File: src/rtl/wide_addsub_pkg.sv
// Shared types and elaboration helpers for the multi-precision add/subtract sequencer.
// Holds the FSM state encoding, the word-index width helper and the adder width rules.
package wide_addsub_pkg;

    typedef enum logic [1:0] {
        IDLE = 2'd0,
        RUN  = 2'd1,
        DONE = 2'd2
    } state_t;

    localparam int ADDER_N_MULT = 4;
    localparam int ADDER_N_MIN  = 8;

    // At least one bit so a two-word configuration still has a usable index.
    function automatic int idx_width(input int words);
        return (words <= 2) ? 1 : $clog2(words);
    endfunction

    function automatic bit adder_n_ok(input int n);
        return ((n % ADDER_N_MULT) == 0) && (n >= ADDER_N_MIN);
    endfunction

endpackage

File: src/rtl/wide_addsub_seq_cla.sv
// Parameterised N-bit carry-lookahead adder: 4-bit lookahead groups with
// group generate/propagate chained between groups.
module wide_addsub_seq_cla #(
    parameter int N = 32
) (
    input  logic [N-1:0] i_a,
    input  logic [N-1:0] i_b,
    input  logic         i_cin,
    output logic [N-1:0] o_sum,
    output logic         o_cout
);

    localparam int NG = N / 4;

    logic [N-1:0]  w_g;
    logic [N-1:0]  w_p;
    logic [NG-1:0] w_gg;
    logic [NG-1:0] w_gp;
    logic [NG-1:0] w_gcin;

    assign w_g = i_a & i_b;
    assign w_p = i_a ^ i_b;

    for (genvar k = 0; k < NG; k++) begin : g_grp
        localparam int B = 4 * k;
        logic [3:0] w_ci;
        logic       w_c0;

        assign w_c0    = w_gcin[k];
        assign w_ci[0] = w_c0;
        assign w_ci[1] = w_g[B] | (w_p[B] & w_c0);
        assign w_ci[2] = w_g[B+1] | (w_p[B+1] & w_g[B]) | (w_p[B+1] & w_p[B] & w_c0);
        assign w_ci[3] = w_g[B+2] | (w_p[B+2] & w_g[B+1]) | (w_p[B+2] & w_p[B+1] & w_g[B])
                       | (w_p[B+2] & w_p[B+1] & w_p[B] & w_c0);

        assign w_gg[k] = w_g[B+3] | (w_p[B+3] & w_g[B+2]) | (w_p[B+3] & w_p[B+2] & w_g[B+1])
                       | (w_p[B+3] & w_p[B+2] & w_p[B+1] & w_g[B]);
        assign w_gp[k] = &w_p[B +: 4];

        assign o_sum[B +: 4] = w_p[B +: 4] ^ w_ci;
    end

    // Group carries walk through a local variable so no vector feeds back on itself.
    always_comb begin
        logic c;
        c      = i_cin;
        w_gcin = '0;
        for (int k = 0; k < NG; k++) begin
            w_gcin[k] = c;
            c         = w_gg[k] | (w_gp[k] & c);
        end
        o_cout = c;
    end

endmodule

File: src/rtl/wide_addsub_seq.sv
// Multi-precision add/subtract: one shared N-bit CLA walks WORDS words LSW first,
// with a registered inter-word carry, between valid/ready handshakes.
module wide_addsub_seq
    import wide_addsub_pkg::*;
#(
    parameter int N     = 32,
    parameter int WORDS = 4
) (
    input  logic               clk,
    input  logic               rst,
    input  logic               in_valid,
    output logic               in_ready,
    input  logic [N*WORDS-1:0] in_a,
    input  logic [N*WORDS-1:0] in_b,
    input  logic               in_sub,
    input  logic               in_cin,
    output logic               out_valid,
    input  logic               out_ready,
    output logic [N*WORDS-1:0] out_sum,
    output logic               out_cout,
    output logic               out_of,
    output logic               out_zero
);

    localparam int W  = N * WORDS;
    localparam int IW = idx_width(WORDS);
    localparam logic [IW-1:0] LAST_IDX = IW'(WORDS - 1);

    if (!adder_n_ok(N)) begin : g_bad_n
        $error("wide_addsub_seq: N must be a multiple of 4 and at least 8");
    end
    if (WORDS < 2) begin : g_bad_words
        $error("wide_addsub_seq: WORDS must be at least 2");
    end

    state_t          r_state;
    state_t          w_state_nxt;
    logic [W-1:0]    r_a;
    logic [W-1:0]    r_b;
    logic [W-1:0]    r_sum;
    logic [IW-1:0]   r_idx;
    logic            r_carry;
    logic            r_cout;
    logic            r_of;
    logic            r_zero;

    logic [N-1:0]    w_a_word;
    logic [N-1:0]    w_b_word;
    logic [N-1:0]    w_sum_word;
    logic            w_word_cout;
    logic [W-1:0]    w_res_nxt;
    logic            w_accept;
    logic            w_last;

    assign w_accept = in_valid && (r_state == IDLE);
    assign w_last   = (r_idx == LAST_IDX);
    assign w_a_word = r_a[r_idx*N +: N];
    assign w_b_word = r_b[r_idx*N +: N];

    wide_addsub_seq_cla #(.N(N)) u_cla (
        .i_a    (w_a_word),
        .i_b    (w_b_word),
        .i_cin  (r_carry),
        .o_sum  (w_sum_word),
        .o_cout (w_word_cout)
    );

    // Result as it will look after this cycle's word lands; used for the zero flag.
    always_comb begin
        w_res_nxt                 = r_sum;
        w_res_nxt[r_idx*N +: N]   = w_sum_word;
    end

    always_ff @(posedge clk) begin
        if (rst) r_state <= IDLE;
        else     r_state <= w_state_nxt;
    end

    always_comb begin
        w_state_nxt = r_state;
        case (r_state)
            IDLE:    if (w_accept) w_state_nxt = RUN;
            RUN:     if (w_last) w_state_nxt = DONE;
            DONE:    if (out_ready) w_state_nxt = IDLE;
            default: w_state_nxt = IDLE;
        endcase
    end

    always_ff @(posedge clk) begin
        if (rst) begin
            r_idx   <= '0;
            r_carry <= 1'b0;
            r_sum   <= '0;
            r_cout  <= 1'b0;
            r_of    <= 1'b0;
            r_zero  <= 1'b0;
        end else begin
            case (r_state)
                IDLE: begin
                    if (w_accept) begin
                        r_a     <= in_a;
                        r_b     <= in_sub ? ~in_b : in_b;
                        r_carry <= in_sub | in_cin;
                        r_idx   <= '0;
                    end
                end
                RUN: begin
                    r_sum[r_idx*N +: N] <= w_sum_word;
                    r_carry             <= w_word_cout;
                    if (w_last) begin
                        r_idx  <= '0;
                        r_cout <= w_word_cout;
                        r_of   <= (w_a_word[N-1] == w_b_word[N-1]) &&
                                  (w_sum_word[N-1] != w_a_word[N-1]);
                        r_zero <= ~|w_res_nxt;
                    end else begin
                        r_idx <= r_idx + 1'b1;
                    end
                end
                default: ;
            endcase
        end
    end

    assign in_ready  = (r_state == IDLE);
    assign out_valid = (r_state == DONE);
    assign out_sum   = r_sum;
    assign out_cout  = r_cout;
    assign out_of    = r_of;
    assign out_zero  = r_zero;

endmodule
File: config.mk
export PLATFORM = sky130hd
export DESIGN_NAME = wide_addsub_seq
export DESIGN_NICKNAME = d
export VERILOG_FILES = /design/src/rtl/wide_addsub_pkg.sv /design/src/rtl/wide_addsub_seq_cla.sv /design/src/rtl/wide_addsub_seq.sv
export SDC_FILE = /design/constraint.sdc
export NUM_CORES = 1
export LEC_CHECK = 0
export ABC_AREA = 1
export CAP_MARGIN = 20
export CORE_MARGIN = 8
export CORE_UTILIZATION = 50
export DETAILED_ROUTE_END_ITERATION = 10
export DONT_BUFFER_PORTS = 1
export HOLD_SLACK_MARGIN = 0.02
export PLACE_DENSITY_LB_ADDON = 0.12
export SLEW_MARGIN = 20
export SYNTH_ARGS = -nofsm -noshare
export SYNTH_HDL_FRONTEND = slang
export SYNTH_SLANG_ARGS = --single-unit
export TNS_END_PERCENT = 20
File: constraint.sdc
create_clock -name clk -period 12.5 [get_ports clk]
set_input_delay 1.875 -clock clk [delete_from_list [all_inputs] [get_ports clk]]
set_output_delay 1.875 -clock clk [all_outputs]
set_load 0.02 [all_outputs]
==> reports/results.ini, run 1 <==
[hold_path]
holdPathEnd=out_of
hold_path_depth=2
min_from=out_of
min_path_type=reg2reg

[layout]
area_delta_synth_final_pct=8.701
final_core_util_pct=54.64
drive_gt1_share_pct=6.354
fin_nets=2447

[placement]
gp_congestion=0.9149
dpl.hpwl_um=43570
port_buffers=0

[cts]
cts_root_buf=clkbuf_16
cts.sinks=392
cts-resized-gates=0
clkLatencyLatePin_ps=580
post_cts_buffers=0
clk_pin_slew_ps=60
numCtsBuffers=44
cts_hold_buf=0
clockBufferDepth=3
htreeDepth=2
cts_tree=yes

[yosys]
async_flop_share_pct=0
synth-xor-area-share_pct=5.887
ys_seq_area_share_pct=52.61
ys_ff_latch=392
synth_most_common_cell=nor2_1
syn_area_per_cell_um2=8.961
yosys-top-cells-count=301 x nor2_1, 294 x nand2_1, 274 x inv_1, 256 x edfxtp_1, 209 x o21ai_0
synth_mux_area_share_pct=0
synth_top_family_by_area=simple AND/OR/NAND/NOR gates
ys_types=46
synth-simple-area-share_pct=16.36
synthesis.area_mm2=0.01979
yosys.area.top_type_share_pct=38.85
ys.flop_type=edfxtp_1
ys_top_cells_by_area=edfxtp_1 39%, dfxtp_1 14%, xor2_1 5.8%
synthAdderAreaFrac_pct=3.212
synth_top_cell_by_area=edfxtp_1
syn_nets=2516
synth-compound-area-share_pct=13.73
synth_edf_count=256
synth_cells=2208
yosys_warnings=0

[timing]
tns_ps=0
fin_hold_ws_ps=588.9
fin_worst_skew_ps=25.31
layout_min_cycle_time_ps=6734
min_period_over_period_pct=53.87
finalSetupViolations=0
slew_headroom_pct=34.55
final_hold_viol_count=0
worst_pin_slew_ps=981.7
maxSlewViolCount=0
grt_setup_unrepaired=false
max_freq_ghz=0.1485

[critical_path]
critPathKind=reg2reg
worst_path_max_delay_cell=dfxtp_4
required_ps=13020
end_kind=flip-flop
critPathLaunchType=flip-flop
r2r-start=r_idx[0]
critPathMaxFanout=64
reg2reg_slack_ps=5770
timing.critical_path.slowest_cell_delay_ps=670
reg2reg_to=out_zero
ff2ff_path_depth=41
crit_arrival_ps=7250

[detailed_routing]
num_vias=15190
top_layer=met5
drt_wl_total_um=60790
drt-initial-drc-count=1437
drtAntennaViolNets=0
wl_per_cell_um=22.52
firstDrtPassIters=6
dr_wl_met3_um=5959
route.met2.wl_um=28120
drc=0
met1_length_um=24790
avgViaCountPerCell=5.627

[floorplanning]
die_x_um=214.9
die_h_um=214.9
ios=395
initial_core_util_pct=50.26
die_area_mm2=0.04619
core_mm2=0.03937
rows=73

[power]
p_leak_uw=0.009082
peakVddDrop_uv=120.9
power_density_mw_per_mm2=169.3

[grt]
grt_max_degree=168
grt_usage_pct=25.22
grt_pass1_vias=14300
overflow=0
antenna_found_initial=7
grt_pass1_wl_um=90120

[status]
status=finished clean

[job]
cap_violations=0

-- per-stage QoR --
step | power [uW] | worst slack, ps | instances | cell area (um^2)
after floorplan | 2121 | 3233 | 2208 | 19790
after global placement | 2319 | 6078 | 2618 | 20040
after detailed placement | 2332 | 5865 | 2618 | 20040
after CTS | 3664 | 5846 | 2697 | 21500
after global routing | 3798 | 5092 | 2698 | 21510
final | 3641 | 5766 | 2699 | 21510
-- registers in the layout, summed over array words and instances, names as in the netlist --
name	cells
out_sum	128
r_b	128
out_zero	1
r_carry	1
out_of	1
r_a	128
out_cout	1
r_state	2
r_idx	2
-- worst max path at each step --
stage                     slack (ps)  cells past startpoint  endpoint      from
after global routing            5090                     41  out_zero  r_idx[0]
after detailed placement        5870                     41  out_zero  r_idx[0]
final                           5770                     41  out_zero  r_idx[0]
after floorplan                 3230                      3    r_a[0]       rst
after CTS                       5850                     41  out_zero  r_idx[0]
after global placement          6080                     41  out_zero  r_idx[0]
-- per-layer routing --
metal  vias to the layer above  track usage, %
met5                         -               0
met4                         8           8.684
met3                       106           7.640
met2                       637           40.39
met1                      7185           32.20
li1                       7251               -
-- placed cells by master (no fill, tap or decap), types with 14 or more instances in the layout --
cell type and count:
edfxtp_1 256, nor2_1 299, a21oi_1 69, buf_4 14, clkbuf_16 45, dfxtp_1 134
nand4_1 38, ha_1 38, o22ai_1 74, o211ai_1 72, o21ai_0 209, nand2_4 15
nand3_1 71, inv_1 272, nand2_1 293, xor2_1 132
-- report_power, final --
part / total [uW] / internal, uW / switching [uW]
combinational: 713 / 224 / 490
clock: 1330 / 805 / 526
sequential: 1600 / 1480 / 119
-- area by class of cell --
cell class | instances | area [um^2]
Fill cell | 3550 | 17860
Sequential cell | 392 | 10420
Multi-Input combinational cell | 1400 | 7766
Clock buffer | 57 | 1171
Inverter | 286 | 1079
Tap cell | 525 | 656.9
Clock inverter | 22 | 290.3
Timing Repair Buffer | 15 | 125.1
Antenna cell | 2 | 5.005
-- critical path: cells and delay by family, from the launching register on --
family          cells  cell delay, ps
flops               1             670
buf+inv             2            1310
compound gates      5             910
simple gates       32            2930
fa+ha+maj           2             780
-- cells by family after synthesis --
group / count (synthesis)
AND/OR/NAND/NOR: 754
AO/OA/AOI/OAI: 467
buffers and inverters: 416
flip-flops: 392
XOR/XNOR: 133
adder cells (fa/ha/maj): 46
Power figures use the tool's default switching activity.
==> run 2, diff against run 1 <==
Clock period 12.5 ns to 6.9 ns, I/O delays scaled along.
==> reports/results.ini, run 2 (same netlist as run 1, synthesis figures left out) <==
[floorplanning]
initial_core_util_pct=50.26
die_x_um=214.9
ios=395
core_mm2=0.03937
die_h_um=214.9
die_area_mm2=0.04619
rows=73

[layout]
area_delta_synth_final_pct=8.904
fin_nets=2449
mostFrequentLayoutCells=299 x nor2_1, 293 x nand2_1, 272 x inv_1
drive_gt1_share_pct=6.532
final_common_cell=nor2_1
final_area_mm2=0.02155
instances_no_fill=2700

[detailed_routing]
wl_per_cell_um=22.27
drt_wl_total_um=60120
avgViaCountPerCell=5.573
num_vias=15050
drtAntennaViolNets=0
drc=0
drt-initial-drc-count=1401
firstDrtPassIters=6

[critical_path]
end_kind=flip-flop
critPathLaunchType=flip-flop
crit_buf_inv=2
worst_path_max_delay_cell=buf_12
timing.critical_path.slowest_cell_delay_ps=500
critPathKind=reg2reg
cp_top_family=simple AND/OR/NAND/NOR gates
crit_arrival_ps=6150
critPathMaxFanout=164
required_ps=7400

[timing]
final_hold_viol_count=0
finalSetupViolations=0
min_period_over_period_pct=81.85
tns_ps=0
max_freq_ghz=0.1771
slew_headroom_pct=23.09
maxSlewViolCount=0
worst_pin_slew_ps=1154
layout_min_cycle_time_ps=5648
fin_worst_skew_ps=22.15
grt_setup_unrepaired=false

[cts]
numCtsBuffers=43
clk_pin_slew_ps=70
clkLatencyLatePin_ps=580
clockBufferDepth=3
post_cts_buffers=0
cts_root_buf=clkbuf_16
cts.sinks=392
cts_hold_buf=0
cts_tree=yes
htreeDepth=2
cts-resized-gates=0

[grt]
antenna_found_initial=2
grt_pass1_vias=14230
grt_max_degree=176
grt_pass1_wl_um=89290
overflow=0
grt_usage_pct=24.96

[placement]
port_buffers=0
gp_congestion=0.8970
placed_area_mm2=0.02008
dp_cells=2621
dpl.hpwl_um=42820

[status]
status=finished clean

[job]
cap_violations=0

[power]
peakVddDrop_uv=216.4
p_leak_uw=0.009083
power_density_mw_per_mm2=306.9

[hold_path]
min_path_type=in2reg

-- run 2: changes by cell type in the layout (fill, tap and decap cells not counted), sizes merged --
cell      previous run  this run
clkbuf              57        54
buf                 15        18
diode                2         1
inv                288       287
clkinv              12        11
clkinvlp             1         5
-- run 2: per-stage QoR --
step	worst slack, ps	util (%)	hold WS, ps	power [uW]
floorplan	1329	-	469.6	3834
global placement	1519	51.00	580.4	4214
detailed placement	1393	51.00	580.7	4233
CTS	1374	54.73	509.6	6645
global route	733.1	54.74	515.7	6893
finish	1252	54.74	545.1	6613
-- run 2: cell type report --
| type | count | area (um^2) |
|---|---|---|
| antenna | 1 | 2.502 |
| clock buffer | 54 | 1149 |
| clock inverter | 24 | 320.3 |
| fill | 3555 | 17820 |
| inverter | 286 | 1079 |
| multi-input combinational | 1400 | 7766 |
| sequential | 392 | 10420 |
| tap | 525 | 656.9 |
| timing repair buffer | 18 | 160.2 |
-- run 2: power by group --
part           switching, uW  total [uW]  internal (uW)
Combinational            905        1320            411
Clock                    969        2420           1450
Sequential               205        2880           2680
Total                   2080        6610           4530
-- run 2: worst paths after layout --
check	from	endpoint	slack [ps]	cells past startpoint
max	r_idx[0]	out_zero	1250	40
min reg2reg	out_of	out_of	600	2
max reg2reg	r_idx[0]	out_zero	1250	40
min	in_a[127]	r_a[127]	550	0
-- run 2: metal layers --
metal | up-vias | part of all wire [%] | global-route usage [%] | wire length [um]
met5 | - | 0.022 | 0 | 13
met4 | 2 | 2.8 | 7.130 | 1660
met3 | 89 | 9.4 | 8.034 | 5655
met2 | 601 | 46 | 39.97 | 27590
met1 | 7109 | 42 | 32.12 | 25210
li1 | 7245 | - | - | -
